## config.mk

```make
export PLATFORM = sky130hd
export DESIGN_NAME = riscv_decode_stage
export DESIGN_NICKNAME = d
export VERILOG_FILES = /design/src/rtl/riscv_decode_stage.sv
export SDC_FILE = /design/constraint.sdc
export NUM_CORES = 1
export LEC_CHECK = 0
export BUFFER_PORTS_ARGS = -buffer_cell sky130_fd_sc_hd__buf_2
export CAP_MARGIN = 20
export CORE_MARGIN = 8
export CORE_UTILIZATION = 53
export DETAILED_ROUTE_END_ITERATION = 16
export HOLD_SLACK_MARGIN = 0.06
export PLACE_DENSITY_LB_ADDON = 0.08
export SETUP_SLACK_MARGIN = 0.1
export SYNTH_ARGS = -nofsm -noshare
export SYNTH_HDL_FRONTEND = slang
export SYNTH_SLANG_ARGS = --single-unit
```

## constraint.sdc

```tcl
create_clock -name clk_i -period 3.8 [get_ports clk_i]
set_input_delay 0.57 -clock clk_i [delete_from_list [all_inputs] [get_ports clk_i]]
set_output_delay 0.57 -clock clk_i [all_outputs]
set_load 0.1 [all_outputs]
```

## src/rtl/riscv_decode_stage.sv

```systemverilog
// Buffered decode stage: a DEPTH-entry instruction queue feeding a registered
// RV32I/Zicsr/mret (optionally RV32M) decoder with valid/ready on both sides.
module riscv_decode_stage #(
  parameter int DEPTH    = 4,
  parameter bit M_EXT_EN = 1'b0,
  parameter int CNT_W    = 8
) (
  input  logic                   clk_i,
  input  logic                   rst_ni,
  input  logic                   flush_i,
  input  logic                   in_valid_i,
  output logic                   in_ready_o,
  input  logic [31:0]            in_instr_i,
  input  logic [31:0]            in_pc_i,
  output logic                   out_valid_o,
  input  logic                   out_ready_i,
  output logic [31:0]            out_pc_o,
  output logic [31:0]            out_instr_o,
  output logic [1:0]             a_sel_o,
  output logic [2:0]             b_sel_o,
  output logic [4:0]             alu_op_o,
  output logic                   mdu_o,
  output logic [2:0]             csr_op_o,
  output logic                   csr_we_o,
  output logic                   mem_req_o,
  output logic                   mem_we_o,
  output logic [2:0]             mem_size_o,
  output logic                   gpr_we_o,
  output logic [1:0]             wb_sel_o,
  output logic                   branch_o,
  output logic                   jal_o,
  output logic                   jalr_o,
  output logic                   mret_o,
  output logic                   illegal_o,
  output logic [$clog2(DEPTH):0] count_o,
  output logic [CNT_W-1:0]       illegal_cnt_o
);
  localparam int AW = $clog2(DEPTH);
  localparam logic [AW:0]      FULL    = (AW+1)'(DEPTH);
  localparam logic [CNT_W-1:0] CNT_MAX = '1;

  localparam logic [6:0] OPC_LUI = 7'h37, OPC_AUIPC = 7'h17, OPC_JAL = 7'h6f, OPC_JALR = 7'h67;
  localparam logic [6:0] OPC_BRANCH = 7'h63, OPC_LOAD = 7'h03, OPC_STORE = 7'h23;
  localparam logic [6:0] OPC_OP_IMM = 7'h13, OPC_OP = 7'h33, OPC_MISC_MEM = 7'h0f, OPC_SYSTEM = 7'h73;
  localparam logic [31:0] MRET = 32'h30200073;

  localparam logic [4:0] ALU_ADD = 5'd0, ALU_SUB = 5'd1, ALU_SLL = 5'd2, ALU_SLT = 5'd3;
  localparam logic [4:0] ALU_SLTU = 5'd4, ALU_XOR = 5'd5, ALU_SRL = 5'd6, ALU_SRA = 5'd7;
  localparam logic [4:0] ALU_OR = 5'd8, ALU_AND = 5'd9, ALU_EQ = 5'd10, ALU_NE = 5'd11;
  localparam logic [4:0] ALU_LT = 5'd12, ALU_GE = 5'd13, ALU_LTU = 5'd14, ALU_GEU = 5'd15;
  localparam logic [1:0] A_PC = 2'd1, A_ZERO = 2'd2;
  localparam logic [2:0] B_IMM_I = 3'd1, B_IMM_S = 3'd2, B_IMM_U = 3'd3, B_FOUR = 3'd4;
  localparam logic [1:0] WB_LSU = 2'd1, WB_CSR = 2'd2;

  typedef struct packed {
    logic [1:0] a_sel;
    logic [2:0] b_sel;
    logic [4:0] alu_op;
    logic       mdu;
    logic [2:0] csr_op;
    logic       csr_we;
    logic       mem_req;
    logic       mem_we;
    logic [2:0] mem_size;
    logic       gpr_we;
    logic [1:0] wb_sel;
    logic       branch;
    logic       jal;
    logic       jalr;
    logic       mret;
    logic       illegal;
  } ctrl_t;

  function automatic logic [4:0] alu_base(input logic [2:0] f3, input logic alt);
    logic [4:0] op;
    case (f3)
      3'd0:    op = alt ? ALU_SUB : ALU_ADD;
      3'd1:    op = ALU_SLL;
      3'd2:    op = ALU_SLT;
      3'd3:    op = ALU_SLTU;
      3'd4:    op = ALU_XOR;
      3'd5:    op = alt ? ALU_SRA : ALU_SRL;
      3'd6:    op = ALU_OR;
      3'd7:    op = ALU_AND;
      default: op = ALU_ADD;
    endcase
    return op;
  endfunction

  // An illegal word collapses to all-zero controls with only illegal set.
  function automatic ctrl_t decode(input logic [31:0] ins);
    ctrl_t      c;
    logic       ill;
    logic [2:0] f3;
    logic [6:0] f7;
    f3  = ins[14:12];
    f7  = ins[31:25];
    c   = '0;
    ill = 1'b0;
    case (ins[6:0])
      OPC_LUI:   begin c.a_sel = A_ZERO; c.b_sel = B_IMM_U; c.gpr_we = 1'b1; end
      OPC_AUIPC: begin c.a_sel = A_PC; c.b_sel = B_IMM_U; c.gpr_we = 1'b1; end
      OPC_JAL:   begin c.a_sel = A_PC; c.b_sel = B_FOUR; c.jal = 1'b1; c.gpr_we = 1'b1; end
      OPC_JALR: begin
        if (f3 == 3'd0) begin
          c.a_sel = A_PC; c.b_sel = B_FOUR; c.jalr = 1'b1; c.gpr_we = 1'b1;
        end else begin
          ill = 1'b1;
        end
      end
      OPC_BRANCH: begin
        c.branch = 1'b1;
        case (f3)
          3'd0:    c.alu_op = ALU_EQ;
          3'd1:    c.alu_op = ALU_NE;
          3'd4:    c.alu_op = ALU_LT;
          3'd5:    c.alu_op = ALU_GE;
          3'd6:    c.alu_op = ALU_LTU;
          3'd7:    c.alu_op = ALU_GEU;
          default: ill = 1'b1;
        endcase
      end
      OPC_LOAD: begin
        if (f3 == 3'd3 || f3 == 3'd6 || f3 == 3'd7) begin
          ill = 1'b1;
        end else begin
          c.b_sel = B_IMM_I; c.mem_req = 1'b1; c.mem_size = f3;
          c.gpr_we = 1'b1; c.wb_sel = WB_LSU;
        end
      end
      OPC_STORE: begin
        if (f3 > 3'd2) begin
          ill = 1'b1;
        end else begin
          c.b_sel = B_IMM_S; c.mem_req = 1'b1; c.mem_we = 1'b1; c.mem_size = f3;
        end
      end
      OPC_OP_IMM: begin
        c.b_sel  = B_IMM_I;
        c.gpr_we = 1'b1;
        if (f3 == 3'd1 && f7 != 7'h00) begin
          ill = 1'b1;
        end else if (f3 == 3'd5 && f7 != 7'h00 && f7 != 7'h20) begin
          ill = 1'b1;
        end else begin
          c.alu_op = alu_base(f3, (f3 == 3'd5) && (f7 == 7'h20));
        end
      end
      OPC_OP: begin
        c.gpr_we = 1'b1;
        if (f7 == 7'h00) begin
          c.alu_op = alu_base(f3, 1'b0);
        end else if (f7 == 7'h20 && (f3 == 3'd0 || f3 == 3'd5)) begin
          c.alu_op = alu_base(f3, 1'b1);
        end else if (f7 == 7'h01 && M_EXT_EN) begin
          c.mdu = 1'b1; c.alu_op = {2'b00, f3};
        end else begin
          ill = 1'b1;
        end
      end
      OPC_MISC_MEM: begin
        if (f3 != 3'd0) begin
          ill = 1'b1;
        end else begin
          ill = 1'b0;
        end
      end
      OPC_SYSTEM: begin
        if (ins == MRET) begin
          c.mret = 1'b1;
        end else if (f3 == 3'd0 || f3 == 3'd4) begin
          ill = 1'b1;
        end else begin
          c.csr_op = f3; c.csr_we = 1'b1; c.gpr_we = 1'b1; c.wb_sel = WB_CSR;
        end
      end
      default: ill = 1'b1;
    endcase
    if (ill) begin
      c         = '0;
      c.illegal = 1'b1;
    end else begin
      c.illegal = 1'b0;
    end
    return c;
  endfunction

  logic [31:0]      mem_instr_q [DEPTH];
  logic [31:0]      mem_instr_d [DEPTH];
  logic [31:0]      mem_pc_q [DEPTH];
  logic [31:0]      mem_pc_d [DEPTH];
  logic [AW-1:0]    wr_ptr_q, wr_ptr_d, rd_ptr_q, rd_ptr_d;
  logic [AW:0]      count_q, count_d;
  logic             out_valid_q, out_valid_d;
  logic [31:0]      out_pc_q, out_pc_d, out_instr_q, out_instr_d;
  ctrl_t            ctrl_q, ctrl_d;
  logic [CNT_W-1:0] ill_cnt_q, ill_cnt_d;
  logic             in_ready_s, push_s, pop_s;
  ctrl_t            head_ctrl_s;

  // Queue bookkeeping, output-register load and illegal counting.
  always_comb begin
    in_ready_s  = (count_q != FULL);
    push_s      = in_valid_i & in_ready_s;
    pop_s       = (count_q != '0) & (~out_valid_q | out_ready_i);
    head_ctrl_s = decode(mem_instr_q[rd_ptr_q]);
    mem_instr_d = mem_instr_q;
    mem_pc_d    = mem_pc_q;
    wr_ptr_d    = wr_ptr_q;
    rd_ptr_d    = rd_ptr_q;
    count_d     = count_q;
    out_valid_d = out_valid_q;
    out_pc_d    = out_pc_q;
    out_instr_d = out_instr_q;
    ctrl_d      = ctrl_q;
    if (flush_i) begin
      wr_ptr_d    = '0;
      rd_ptr_d    = '0;
      count_d     = '0;
      out_valid_d = 1'b0;
    end else begin
      if (push_s) begin
        mem_instr_d[wr_ptr_q] = in_instr_i;
        mem_pc_d[wr_ptr_q]    = in_pc_i;
        wr_ptr_d              = wr_ptr_q + AW'(1);
      end else begin
        wr_ptr_d = wr_ptr_q;
      end
      if (pop_s) begin
        rd_ptr_d    = rd_ptr_q + AW'(1);
        out_valid_d = 1'b1;
        out_pc_d    = mem_pc_q[rd_ptr_q];
        out_instr_d = mem_instr_q[rd_ptr_q];
        ctrl_d      = head_ctrl_s;
      end else if (out_ready_i) begin
        out_valid_d = 1'b0;
      end else begin
        out_valid_d = out_valid_q;
      end
      case ({push_s, pop_s})
        2'b10:   count_d = count_q + (AW+1)'(1);
        2'b01:   count_d = count_q - (AW+1)'(1);
        default: count_d = count_q;
      endcase
    end
    // A word handed over on the flush edge still counts; flush never clears the counter.
    if (out_valid_q & out_ready_i & ctrl_q.illegal & (ill_cnt_q != CNT_MAX)) begin
      ill_cnt_d = ill_cnt_q + CNT_W'(1);
    end else begin
      ill_cnt_d = ill_cnt_q;
    end
  end

  // State registers with asynchronous clear.
  always_ff @(posedge clk_i or negedge rst_ni) begin
    if (!rst_ni) begin
      for (int i = 0; i < DEPTH; i++) begin
        mem_instr_q[i] <= '0;
        mem_pc_q[i]    <= '0;
      end
      wr_ptr_q    <= '0;
      rd_ptr_q    <= '0;
      count_q     <= '0;
      out_valid_q <= 1'b0;
      out_pc_q    <= '0;
      out_instr_q <= '0;
      ctrl_q      <= '0;
      ill_cnt_q   <= '0;
    end else begin
      mem_instr_q <= mem_instr_d;
      mem_pc_q    <= mem_pc_d;
      wr_ptr_q    <= wr_ptr_d;
      rd_ptr_q    <= rd_ptr_d;
      count_q     <= count_d;
      out_valid_q <= out_valid_d;
      out_pc_q    <= out_pc_d;
      out_instr_q <= out_instr_d;
      ctrl_q      <= ctrl_d;
      ill_cnt_q   <= ill_cnt_d;
    end
  end

  assign in_ready_o    = in_ready_s;
  assign out_valid_o   = out_valid_q;
  assign out_pc_o      = out_pc_q;
  assign out_instr_o   = out_instr_q;
  assign a_sel_o       = ctrl_q.a_sel;
  assign b_sel_o       = ctrl_q.b_sel;
  assign alu_op_o      = ctrl_q.alu_op;
  assign mdu_o         = ctrl_q.mdu;
  assign csr_op_o      = ctrl_q.csr_op;
  assign csr_we_o      = ctrl_q.csr_we;
  assign mem_req_o     = ctrl_q.mem_req;
  assign mem_we_o      = ctrl_q.mem_we;
  assign mem_size_o    = ctrl_q.mem_size;
  assign gpr_we_o      = ctrl_q.gpr_we;
  assign wb_sel_o      = ctrl_q.wb_sel;
  assign branch_o      = ctrl_q.branch;
  assign jal_o         = ctrl_q.jal;
  assign jalr_o        = ctrl_q.jalr;
  assign mret_o        = ctrl_q.mret;
  assign illegal_o     = ctrl_q.illegal;
  assign count_o       = count_q;
  assign illegal_cnt_o = ill_cnt_q;
endmodule
```

Word-level counts from Yosys, hierarchy flattened
Memory sizes are Yosys's and may differ from the RTL's.
Cells that the tools add are included.
{ "word_totals": {"ram_bits": 0, "n_memories": 2, "inputBits": 69, "reg_bits": 364, "output_inout_bits": 105, "latchBits": 0, "elab_cells": 169, "romBits": 64} }
{ "op_classes": {"add_sub_neg": 5, "n_bitwise": 10, "muxes": 66, "multipliers": 0, "div": 0, "shift": 0, "eq_ne": 25, "order_cmp": 4, "n_reduce_logical": 26} }
{ "memory_table": {"columns": ["name", "depth", "width", "read_ports", "rd_clocked_by_memory_dff", "write_ports", "line", "text"], "rows": [
  ["(name not given)", 8, 4, 1, 0, 0, "76", "case (f3)"],
  ["(name not given)", 8, 4, 1, 0, 0, "76", null]
]} }
{ "ops": {"columns": ["operator", "count"], "rows": [
  ["128-bit bitwise mux", 2],
  ["32-bit two-way mux", 5],
  ["32-bit binary-select mux with 2-bit select", 2],
  ["32-bit demux with 2-bit select", 1],
  ["5-bit one-hot mux with 8 select lines", 1],
  ["32-bit by 30-bit equality test with 1-bit output, second input constant", 1],
  ["7-bit by 6-bit equality test with 1-bit output, second input constant", 4],
  ["7-bit equality test, second input constant", 4],
  ["27-bit two-way mux", 1],
  ["1-bit two-way mux", 26],
  ["5-bit two-way mux", 5],
  ["4-bit one-hot mux with 6 select lines", 1],
  ["3-bit one-hot mux with 6 select lines", 1],
  ["4-bit two-way mux", 4],
  ["5-bit one-hot mux with 3 select lines", 1],
  ["7-bit by 5-bit equality test with 1-bit output, second input constant", 2],
  ["3-bit equality test, second input constant", 4],
  ["3-bit one-hot mux with 2 select lines", 2],
  ["3-bit nonzero test", 4],
  ["2-bit two-way mux", 5],
  ["3-bit two-way mux", 3],
  ["1-bit one-hot mux with 9 select lines", 1],
  ["8-bit by 1-bit adder with 8-bit output, second input constant", 1],
  ["8-bit != test, second input constant", 1],
  ["34 further kinds", 54]
]} }

Logic depth before layout (Yosys ltp)
{ "logic_depth": {"word_depth": 12, "depth_mapped": 15, "depth_no_buf": 10} }

Least setup slack after synthesis
OpenSTA, ideal clock, no wires.
{ "synth_timing": {"kind": "flip-flop to flip-flop", "from": "register rd_ptr_q[1]", "to": "register ctrl_q (netlist bit illegal_o)", "path_stages_with_launch": 15, "slack_ps": 75, "setup_ps": 126, "t_arrival_ps": 3599, "period_less_slack_ps": 3725, "n_path_buf": 4, "required_time_ps": 3674, "cell_sequence": "dfrtp_1 buf_2 buf_2 buf_2 buf_2 mux2i_1 mux2_2 inv_1 ha_1 and2_1 a221o_1 a22o_1 a211oi_1 nand2_2 o32a_1"} }
{ "synth_between": {"elab_chain_len": 11, "word_cells_on_any_way": 52, "cone_classes": "order compare (1); eq/ne (20); mux (16); bitwise (1); reduce/logical (14)"} }
{ "synth_rtl": {"columns": ["item", "line", "text"], "rows": [
  ["start: declaration", "192", "logic [AW-1:0] wr_ptr_q, wr_ptr_d, rd_ptr_q, rd_ptr_d;"],
  ["start signal: assignment", "273", "rd_ptr_q <= rd_ptr_d;"],
  ["2-bit NOT with 3-bit output (not written as such) (*)", "206", "head_ctrl_s = decode(mem_instr_q[rd_ptr_q]);"],
  ["32-bit binary-select mux with 2-bit select (*)", "206", null],
  ["32-bit two-way mux (not written as such) (*) (2 in a row)", "206", null],
  ["7-bit nonzero test, or another cell as far along", "141, 143", null],
  ["1-bit logical AND or 1-bit logical OR (tied branches)", "143, 153", null],
  ["1-bit logical AND, on equally long branches", "143, 153", null],
  ["1-bit two-way mux, on equally long branches", "143, 153", null],
  ["1-bit two-way mux, on equally long branches", "141, 151", null],
  ["1-bit one-hot mux with 9 select lines (*)", "100", "case (ins[6:0])"],
  ["1-bit two-way mux (*)", "179", "if (ill) begin"],
  ["end signal: assignment", "278", "ctrl_q <= ctrl_d;"],
  ["end: declaration", "196", "ctrl_t ctrl_q, ctrl_d;"]
]} }
Every way passes the cells marked *; elsewhere a longest branch is shown, timed or not. The select of a mux whose other input is x is not followed.
A chain may end at the register's enable or synchronous reset.

Final worst setup path
{ "layout_timing": {"from": "register rd_ptr_q[0]", "to": "register ctrl_q (netlist bit illegal_o)"} }
Same word-level chain as after synthesis.

==> out/qor.txt <==
===============================================================================
Final RePlAce weighted congestion                                         0.900
Total leakage power                                                  0.00898 uW
Source of the critical timing path                                  rd_ptr_q[0]
Routed WL per cell                                                 20.3 microns
Initial antenna violation count                                               8
Setup total negative slack                                                 0 ns
Share of total power consumed by net switching                            41.9%
Fraction of the yosys area taken by sequential cells                      56.0%
Fmax                                                                    302 MHz
FF+latch count, synth                                                       362
DRC marker count from the first detailed-route iteration                    433
Worst Path Arrival                                                      3.71 ns
Part of the total power dissipated in sequential elements                 35.3%
Synth unique cells                                                           70
Site row count                                                               64
I/O Buffers                                                                 171
Leftover overflow at the end of global routing                                0
EDFF count, synth                                                             0
Final max-slew violation count                                                0
Hold violation total from the final report                                    0
Wire length of the first global-routing pass                       59500 microns
Headroom to the max-slew limit                                            28.3%
Number of warnings printed during yosys synthesis                             0
Antenna-violating nets left                                                   0
Post-CTS Hold Fix Bufs                                                        0
Core footprint                                                      30300 sq um
Number of global-route vias before repair                                 10900
Post-layout utilization of the core                                       61.9%
Layout area overhead                                                      16.1%
Mean cell area of the mapped netlist                                 13.5 sq um
Sum of net half-perimeters after detailed placement                23300 microns
Overall track demand over capacity in global routing                      20.3%
Number of buffers inserted to repair setup after CTS                          0
Internal power summed over all cells                                   10400 uW
Largest net degree at the start of global routing                            83
Status                                                             finished, final reports clean
Worst hold slack                                                      0.0500 ns
Maximum level of the CTS H-tree                                               2
Endpoint type of the worst setup path                                  register
Layout cells sized above 1                                                41.3%
Commonest non-fill, non-tap cells in the layout                    360 x dfrtp_1, 261 x mux2_2, 223 x nand2_1
Clock Latency Late Sink                                                 0.53 ns
Minimum period implied by the final worst setup slack                   3.31 ns
Final wirelength                                                   36400 microns
Logic gate share of total power                                           44.3%
Max clock buf depth                                                           3
Vias per std cell                                                          5.58
Required time at the worst-slack endpoint                               4.20 ns
Final worst-path cycle share                                              87.2%
P_sw                                                                    7470 uW
IR Drop Worst-Case VDD                                                 0.659 mV
Origin of the critical flop-to-flop path                            rd_ptr_q[0]
Vias                                                                       9983
CP max FO                                                                    16
Top flip-flop cell by instance count after synthesis                    dfrtp_1
Pwr Total                                                              17900 uW
Actual transition at the worst max-transition pin                       1.08 ns
Die Ht                                                              191 microns
Clock skew after layout                                               0.0213 ns
Filler instances                                                           2436
Most common library cell in the layout ignoring fill and taps           dfrtp_1
Clock share of power                                                      20.4%
Number of top-level design ports                                            174
Detailed Routing Iterations Pass 1                                            4
Post-cts sizing count                                                         0
Num Clock Sinks                                                             362
Gate count of the mapped netlist                                           1194
TritonCTS clock tree                                                        yes
Nature of the critical path startpoint                                 register
Count of max-cap constraint violations                                        0
Initial standard-cell utilization of the core                             53.3%
Number of buffers inserted during clock tree synthesis                       40
Async set-or-reset flop fraction in the synthesized netlist                100%
Number of nets in the layout                                               1448
Worst Path Class, Setup                                            register to register
Remaining DRCs                                                                0
Netlist Area Pre-Place                                              16200 sq um
Width of the die                                                    191 microns
Unrepaired setup endpoints after global routing                           false
Pwr dens                                                            951 nW/um^2
Root buffer cell                                                      clkbuf_16
Die ar.                                                             36400 sq um
Tightest Hold Check Type                                           input port to asynchronous set/reset pin
Total of endpoints with negative setup slack in the final report              0
Clk slew on worst S/H paths                                             0.06 ns
===============================================================================
[worst max-delay path: stages, from the launching register on]
cell and delay, ns:
dfrtp_4 0.61, buf_4 0.25, mux4_2 0.55, nor4_4 0.56
a311oi_1 0.24, a22oi_2 0.29, nand2_2 0.26, o32a_1 0.41
[cell usage after synthesis, drive strengths merged (2+ instances only)]
| library cell | count | share of area [%] |
|---|---|---|
| mux2i | 9 | 0.63 |
| nor2 | 26 | 0.62 |
| a211oi | 4 | 0.19 |
| o31ai | 6 | 0.37 |
| nand4 | 4 | 0.15 |
| buf | 20 | 0.96 |
| and3b | 2 | 0.11 |
| a22oi | 2 | 0.12 |
| nor4b | 2 | 0.11 |
| or3b | 2 | 0.11 |
| ha | 16 | 1.2 |
| nand2b | 3 | 0.12 |
| nand3 | 12 | 0.37 |
| nor4bb | 3 | 0.19 |
| and3 | 6 | 0.26 |
| or2 | 3 | 0.12 |
| o2111ai | 2 | 0.11 |
| a22o | 7 | 0.38 |
| xor2 | 4 | 0.22 |
| mux2 | 261 | 18 |
| nor3 | 11 | 0.34 |
| clkbuf | 48 | 1.1 |
| xnor2 | 8 | 0.43 |
| o21ai | 17 | 0.53 |
| nor4 | 6 | 0.36 |
| o41ai | 2 | 0.15 |
| nand3b | 3 | 0.14 |
| a21oi | 11 | 0.34 |
| and2 | 6 | 0.23 |
| nor2b | 7 | 0.27 |
| dfrtp | 362 | 56 |
| inv | 11 | 0.26 |
| mux4 | 61 | 9.0 |
| nand2 | 228 | 5.3 |
[through the flow]
step / instance area (sq um) / instances / setup WS, ns
after floorplan: 16200 / 1195 / 0.165
after global placement: 17500 / 1716 / 0.553
after detailed placement: 17500 / 1716 / 0.494
after CTS: 18800 / 1785 / 0.475
after global routing: 18800 / 1788 / 0.299
final: 18800 / 1789 / 0.487
[final cells by class]
class	instances	area, sq um	share of cell area, %
diodes	4	10.0	0.0533
clock buffers	64	1200	6.41
clock inverters	5	38.8	0.207
inverters	11	41.3	0.220
multi-input cells	754	6790	36.2
flip-flops and latches	362	9070	48.3
well taps	396	495	2.64
repair buffers	193	1130	6.02
[path summary, 6_finish.rpt]
check                      slack [ns]  cells past startpoint              end
min in group clk_i               0.32                      2     mem_pc_q[72]
max reg2reg                      0.49                      7        illegal_o
max in group asynchronous        2.83                      3       count_o[2]
max                              0.49                      7        illegal_o
min                              0.05                      1  mem_instr_q[49]
min reg2reg                      0.47                      2  out_instr_o[20]
[power groups by stage]
stage	combinational (uW)	clock, uW	sequential (uW)
after floorplan	4030	0	8570
after detailed placement	7950	0	6350
final	7900	3650	6300
after CTS	7970	3740	6300
after global placement	7850	0	6300
after global routing	8460	3900	6510
[logic make-up (layout without fill, tap and decap cells)]
logic type | after synthesis | in the layout | synth area share [%]
compound gates | 62 | 62 | 2.77
xor+xnor | 12 | 12 | 0.650
fa+ha+maj | 17 | 17 | 1.36
buf+inv | 79 | 273 | 2.33
flops | 362 | 362 | 56.0
mux | 331 | 331 | 27.8
other cells | 1 | 6 | 0.0232
simple gates | 330 | 330 | 9.12
[state kept, by name, indices dropped and copies added (netlist names), 2 cells and up]
signal and flops:
a_sel_o 2, alu_op_o 4, b_sel_o 3, count_o 3, csr_op_o 3, illegal_cnt_o 8, mem_instr_q 128, mem_pc_q 128
mem_size_o 3, out_instr_o 32, out_pc_o 32, rd_ptr_q 2, wb_sel_o 2, wr_ptr_q 2
[layer usage]
layer / share of wire [%] / wire length, microns / track usage [%]
met3: 4.7 / 1710 / 4.11
met2: 49 / 17800 / 33.9
met5: 0.13 / 46 / 0
met1: 44 / 16000 / 26.4
met4: 2.3 / 827 / 6.68
Note: power is estimated with default switching activity, not from simulation.
